==> config.mk <==
export PLATFORM = sky130hd
export DESIGN_NAME = jtpopeye_obj_dma_flat
export DESIGN_NICKNAME = d
export VERILOG_FILES = /design/src/rtl/jtpopeye_obj_dma_pkg.sv /design/src/rtl/jtpopeye_obj_dma_if.sv /design/src/rtl/jtpopeye_obj_dma.sv /design/src/flat_wrapper.sv
export SDC_FILE = /design/constraint.sdc
export NUM_CORES = 1
export LEC_CHECK = 0
export CORE_MARGIN = 3
export CORE_UTILIZATION = 30
export CTS_BUF_LIST = sky130_fd_sc_hd__clkbuf_8
export CTS_CLUSTER_SIZE = 30
export DETAILED_ROUTE_END_ITERATION = 10
export GPL_ROUTABILITY_DRIVEN = 0
export SYNTH_ARGS = -nofsm -noshare
export SYNTH_HDL_FRONTEND = slang
export SYNTH_SLANG_ARGS = --single-unit
==> constraint.sdc <==
create_clock -name clk -period 2.3 [get_ports clk]
set_input_delay 0.69 -clock clk [delete_from_list [all_inputs] [get_ports clk]]
set_output_delay 0.69 -clock clk [all_outputs]
set_load 0.05 [all_outputs]
==> src/rtl/jtpopeye_obj_dma_pkg.sv <==
// Shared constants for the Popeye object-RAM DMA: state encoding and default source base.
// The state values are fixed so that a bench or debugger can decode the state register.
package jtpopeye_obj_dma_pkg;

   localparam logic [11:0] SRC_BASE_DEF = 12'hC00;
   localparam int          CNT_W        = 9;

   typedef enum logic [2:0] {
      ST_IDLE  = 3'd0,
      ST_REQ   = 3'd1,
      ST_COPY  = 3'd2,
      ST_DRAIN = 3'd3,
      ST_REL   = 3'd4
   } state_t;

endpackage

==> src/rtl/jtpopeye_obj_dma_if.sv <==
// Bus bundle between the object DMA and the Z80 bus / CPU RAM / object line buffer RAM.
interface jtpopeye_obj_dma_if #(
   parameter int OBJ_AW = 8
);
   logic              busrq_n;
   logic              busak_n;
   logic [11:0]       ram_addr;
   logic [7:0]        ram_din;
   logic [OBJ_AW-1:0] obj_addr;
   logic [7:0]        obj_dout;
   logic              obj_we;

   modport master (
      output busrq_n, ram_addr, obj_addr, obj_dout, obj_we,
      input  busak_n, ram_din
   );

   modport slave (
      input  busrq_n, ram_addr, obj_addr, obj_dout, obj_we,
      output busak_n, ram_din
   );
endinterface

==> src/rtl/jtpopeye_obj_dma.sv <==
// Object-RAM DMA: on VB rise (when armed) takes the Z80 bus and copies LEN sprite bytes
// from CPU RAM into object RAM, one byte per pixel clock enable, then releases the bus.
//
// state    | meaning
// IDLE     | bus released, waiting for VB rise while armed
// REQ      | busrq_n low, waiting for busak_n
// COPY     | issuing CPU RAM reads, writing the previous byte
// DRAIN    | writing the last byte
// REL      | busrq_n high, waiting for busak_n to return high
module jtpopeye_obj_dma
   import jtpopeye_obj_dma_pkg::*;
#(
   parameter logic [11:0] SRC_BASE = SRC_BASE_DEF,
   parameter int          LEN      = 256,
   parameter int          OBJ_AW   = 8
)(
   input  logic               clk,
   input  logic               rst,
   input  logic               i_pxl_cen,
   input  logic               i_vb,
   input  logic               i_dma_go,
   jtpopeye_obj_dma_if.master bus,
   output logic               o_busy,
   output logic               o_dma_abort
);

   localparam logic [CNT_W-1:0] LAST = CNT_W'(LEN - 1);

   state_t             r_state, w_state_nxt;
   logic               r_vbl, r_armed, r_rearm, r_abort;
   logic [CNT_W-1:0]   r_cnt;
   logic [11:0]        r_ram_addr;
   logic [OBJ_AW-1:0]  r_obj_addr, w_cnt_m1;
   logic [7:0]         r_obj_dout;
   logic               r_obj_we;
   logic               w_vb_rise, w_vb_fall, w_abort, w_arm_clr;

   assign w_vb_rise = i_vb & ~r_vbl;
   assign w_vb_fall = ~i_vb & r_vbl;
   assign w_cnt_m1  = OBJ_AW'(r_cnt - CNT_W'(1));

   assign w_abort   = i_pxl_cen & w_vb_fall &
                      (((r_state == ST_REQ) & bus.busak_n) |
                       (r_state == ST_COPY) | (r_state == ST_DRAIN));
   assign w_arm_clr = i_pxl_cen &
                      (((r_state == ST_COPY) & (w_state_nxt != ST_COPY)) |
                       ((r_state == ST_REQ)  & (w_state_nxt == ST_REL)));

   always_comb begin
      w_state_nxt = r_state;
      case (r_state)
         ST_IDLE:  if (w_vb_rise && r_armed) w_state_nxt = ST_REQ;
         ST_REQ:   if (!bus.busak_n)         w_state_nxt = ST_COPY;
                   else if (w_vb_fall)       w_state_nxt = ST_REL;
         ST_COPY:  if (w_vb_fall)            w_state_nxt = ST_REL;
                   else if (r_cnt == LAST)   w_state_nxt = ST_DRAIN;
         ST_DRAIN:                           w_state_nxt = ST_REL;
         ST_REL:   if (bus.busak_n)          w_state_nxt = ST_IDLE;
         default:                            w_state_nxt = ST_IDLE;
      endcase
   end

   always_ff @(posedge clk or posedge rst) begin
      if (rst) begin
         r_state <= ST_IDLE;
         r_vbl   <= 1'b0;
      end else if (i_pxl_cen) begin
         r_state <= w_state_nxt;
         r_vbl   <= i_vb;
      end
   end

   // A dma_go seen mid-transfer survives the clear that happens on leaving COPY.
   always_ff @(posedge clk or posedge rst) begin
      if (rst) begin
         r_armed <= 1'b0;
         r_rearm <= 1'b0;
         r_abort <= 1'b0;
      end else begin
         if (i_dma_go)       r_armed <= 1'b1;
         else if (w_arm_clr) r_armed <= r_rearm;

         if (i_dma_go && r_state != ST_IDLE)       r_rearm <= 1'b1;
         else if (w_arm_clr || r_state == ST_IDLE) r_rearm <= 1'b0;

         if (w_abort)       r_abort <= 1'b1;
         else if (i_dma_go) r_abort <= 1'b0;
      end
   end

   always_ff @(posedge clk or posedge rst) begin
      if (rst) begin
         r_cnt      <= '0;
         r_ram_addr <= SRC_BASE;
         r_obj_addr <= '0;
         r_obj_dout <= '0;
         r_obj_we   <= 1'b0;
      end else begin
         r_obj_we <= 1'b0;
         if (i_pxl_cen && !w_abort) begin
            case (r_state)
               ST_REQ: if (!bus.busak_n) r_cnt <= '0;
               ST_COPY: begin
                  r_ram_addr <= SRC_BASE + 12'(r_cnt);
                  if (r_cnt != '0) begin
                     r_obj_addr <= w_cnt_m1;
                     r_obj_dout <= bus.ram_din;
                     r_obj_we   <= 1'b1;
                  end
                  r_cnt <= r_cnt + CNT_W'(1);
               end
               ST_DRAIN: begin
                  r_obj_addr <= w_cnt_m1;
                  r_obj_dout <= bus.ram_din;
                  r_obj_we   <= 1'b1;
               end
               default: ;
            endcase
         end
      end
   end

   assign bus.busrq_n  = ~((r_state == ST_REQ) | (r_state == ST_COPY) | (r_state == ST_DRAIN));
   assign bus.ram_addr = r_ram_addr;
   assign bus.obj_addr = r_obj_addr;
   assign bus.obj_dout = r_obj_dout;
   assign bus.obj_we   = r_obj_we;
   assign o_busy       = (r_state != ST_IDLE);
   assign o_dma_abort  = r_abort;

endmodule

==> src/flat_wrapper.sv <==
// flat-port wrapper written by rule: the top's interface ports become plain ports
module jtpopeye_obj_dma_flat import jtpopeye_obj_dma_pkg::*;
#(
   parameter logic [11:0] SRC_BASE = SRC_BASE_DEF,
   parameter int          LEN      = 256,
   parameter int          OBJ_AW   = 8
)
  (clk, rst, i_pxl_cen, i_vb, i_dma_go, o_busy, o_dma_abort, bus_busrq_n, bus_ram_addr, bus_obj_addr, bus_obj_dout, bus_obj_we, bus_busak_n, bus_ram_din);
  jtpopeye_obj_dma_if #(.OBJ_AW(OBJ_AW)) bus_i ();
  input  logic clk;
  input  logic rst;
  input  logic i_pxl_cen;
  input  logic i_vb;
  input  logic i_dma_go;
  output logic o_busy;
  output logic o_dma_abort;
  output wire logic [$bits(bus_i.busrq_n)-1:0] bus_busrq_n;
  output wire logic [$bits(bus_i.ram_addr)-1:0] bus_ram_addr;
  output wire logic [$bits(bus_i.obj_addr)-1:0] bus_obj_addr;
  output wire logic [$bits(bus_i.obj_dout)-1:0] bus_obj_dout;
  output wire logic [$bits(bus_i.obj_we)-1:0] bus_obj_we;
  input wire logic [$bits(bus_i.busak_n)-1:0] bus_busak_n;
  input wire logic [$bits(bus_i.ram_din)-1:0] bus_ram_din;
  assign bus_busrq_n = bus_i.busrq_n;
  assign bus_ram_addr = bus_i.ram_addr;
  assign bus_obj_addr = bus_i.obj_addr;
  assign bus_obj_dout = bus_i.obj_dout;
  assign bus_obj_we = bus_i.obj_we;
  assign bus_i.busak_n = bus_busak_n;
  assign bus_i.ram_din = bus_ram_din;
  jtpopeye_obj_dma #(.SRC_BASE(SRC_BASE), .LEN(LEN), .OBJ_AW(OBJ_AW)) u_core (.clk(clk), .rst(rst), .i_pxl_cen(i_pxl_cen), .i_vb(i_vb), .i_dma_go(i_dma_go), .bus(bus_i), .o_busy(o_busy), .o_dma_abort(o_dma_abort));
endmodule
==> results.cfg <==
[status]
status = finished, final reports clean

[sta]
slew_headroom = 0.657
worstMarginPinSlew_ps = 513
setup_viol = 0
period_needed_ps = 2190
rsz0062_at_grt = no
drv_slew = 0
fin_crit_sh = 0.951
setup_slack_ps = 113
fmax_mhz = 457
clock_skew_ps = 13.4
finalHoldViolations = 0
setup-tns-final_ps = 0

[pwr]
comb_power_share = 0.556
power_leakage_nw = 1.32
seq_power_share = 0.291
ir_drop_mv = 0.509
p_clk_frac = 0.153
p_sw_frac = 0.442
p_per_area_nw_per_um2 = 1280
internal_power_mw = 2.18
power_switching_mw = 1.72

[critical_path]
critical_path.cell_chain = inv_1 -> nand3_1 -> buf_12
critPathArrivalTime_ps = 1500
rr_worst_depth = 5
rr_endpoint = u_core.bus.obj_dout[0]
path_buf_inv = 2
critPathKind = flip-flop to output port
cp-end-kind = output port
cpPeakStageDelay_ps = 620
cp_slowest_cell = dfrtp_1
r2r-start = u_core.r_state[1]
cp_max_fo = 13
worstPathRequired_ps = 1610
reg2reg_slack_ps = 390
critPathLaunchType = flip-flop
crit_family = flip-flops
worstSetupStartpoint = u_core.r_state[1]

[synthesis]
synth.area.mux_share = 0.134
synthFlopType = dfrtp_1
yosysTopAreaCellShare = 0.456
synth_top_family_by_area = simple AND/OR/NAND/NOR gates
synth_warnings = 0
synth_area_um2 = 2300
synth.avg_cell_area_um2 = 11.6
yosys-top-cells-area = dfrtp_1 (46%), mux2_2 (7.3%), mux2_4 (5.2%)
synth_top_area_cell = dfrtp_1
synth_compound_area_frac = 0.130
synth_edf_count = 0
syn_inst = 199
synthAdderAreaFrac = 0.0217
ys_seq_area_frac = 0.456
synthArstFlopShare = 1.00
yosys.area_share.simple = 0.163
synth_seq_cells = 42
synth_cell_types = 53
synthXorXnorAreaFrac = 0.0152

[cells_and_area]
area_growth_pct = 31.9
fin_cells = 358
diodes = 0
final_cell_mix = dfrtp_1 (42), clkdlybuf4s50_1 (40), buf_4 (21)
final_util = 0.412
drive_gt1_frac = 0.263
final_common_cell = dfrtp_1
nets = 276

[worst_hold_path]
min_to = u_core.bus.ram_addr[3]
min_from = u_core.bus.ram_addr[3]
hp-class = flip-flop to flip-flop
holdPathStages = 1

[flow_run]
maxCapViolCount = 0

[global_routing]
grt_pass1_wl_um = 8250
grt-ovfl-total = 0
grt_pass1_vias = 1650
grt_max_degree = 43
grtUsageTotal = 0.120
antenna_found_initial = 0

[place]
hpwl_um = 3620
dpl.cell_count = 350
portBuffers = 42
dp_slack_ps = -136

[clock_tree]
clockBufferDepth = 2
path_clk_slew_ps = 90
numCtsBuffers = 5
cts_setup_buffers = 0
clk_latency_ps = 300
cts_hold_buf = 0
cts_tree = built
htreeDepth = 2
cts_sinks = 42
cts_resized = 0
cts_root_buf = clkbuf_8

[route]
ant_nets = 0
dr_total_vias = 1691
drt-total-wl_um = 4870
wl_per_cell_um = 13.6
routed_via_density = 4.72
firstDrtPassIters = 4
drt_iter0_markers = 97
drcViolationCount = 0

[floorplan]
dieWidth_um = 93.6
rows = 31
start_util = 0.313
ios = 46
dieArea_um2 = 8770
coreArea_um2 = 7370
die_h_um = 93.6
[area by class of cell]
cell class,count,area (um2)
clock buffers,5,68.8
clock inverters,3,43.8
fillers,733,4330
inverters,9,33.8
multi-input cells,135,1080
flip-flops and latches,42,1050
well taps,99,124
repair buffers,65,638
[through the flow]
step / instance area (um2) / power, mW / hold WS (ps)
after floorplan: 2310 / 2.59 / 503
after global placement: 2930 / 3.31 / 495
after detailed placement: 2930 / 3.34 / 493
after CTS: 3040 / 3.95 / 514
after global routing: 3040 / 4.12 / 520
final: 3040 / 3.90 / 509
[worst max-delay path by stage]
stage                             endpoint  slack, ps  cells past startpoint
global route                        o_busy         30                      3
CTS                                 o_busy        100                      3
global placement    u_core.bus.obj_dout[4]       -110                      6
finish                              o_busy        110                      3
detailed placement  u_core.bus.obj_dout[0]       -140                      6
floorplan           u_core.bus.obj_addr[0]        320                      5
[state kept, by name, summed over array words and instances, names as in the netlist]
signal,flops
u_core.bus.obj_dout,8
u_core.o_dma_abort,1
u_core.r_armed,1
u_core.bus.obj_we,1
u_core.r_rearm,1
u_core.bus.obj_addr,8
u_core.r_vbl,1
u_core.r_state,3
u_core.bus.ram_addr,9
u_core.r_cnt,9
[kinds of logic (layout without fill, tap and decap cells)]
| family | after synthesis | count (layout) |
|---|---|---|
| buf+inv | 23 | 82 |
| mux | 25 | 25 |
| other cells | 2 | 3 |
| simple gates | 57 | 57 |
| compound gates | 42 | 42 |
| flops | 42 | 42 |
| xor+xnor | 4 | 4 |
| fa+ha+maj | 4 | 4 |
[layer usage]
metal | share of wire | GRT usage
met1 | 0.46 | 0.164
met4 | 0.020 | 0.0457
met3 | 0.059 | 0.0306
met2 | 0.46 | 0.182
met5 | 0 | 0
[cell usage after synthesis (4+ instances only)]
cell	number
a21oi_1	5
buf_4	4
clkbuf_8	4
dfrtp_1	42
ha_1	4
inv_1	9
mux2_2	15
mux2_4	8
nand2_1	16
nand2b_1	5
nand3_1	5
nor2_1	6
nor3_1	6
o21ai_0	14
[power by group through the flow]
stage / clock network, mW / logic, mW / registers (mW)
6_report: 0.597 / 2.17 / 1.14
5_1_grt: 0.642 / 2.31 / 1.17
4_1_cts: 0.618 / 2.19 / 1.14
3_5_place_dp: 0 / 2.19 / 1.15
3_3_place_gp: 0 / 2.16 / 1.16
2_1_floorplan: 0 / 0.921 / 1.67
(Power assumes the default switching activity.)
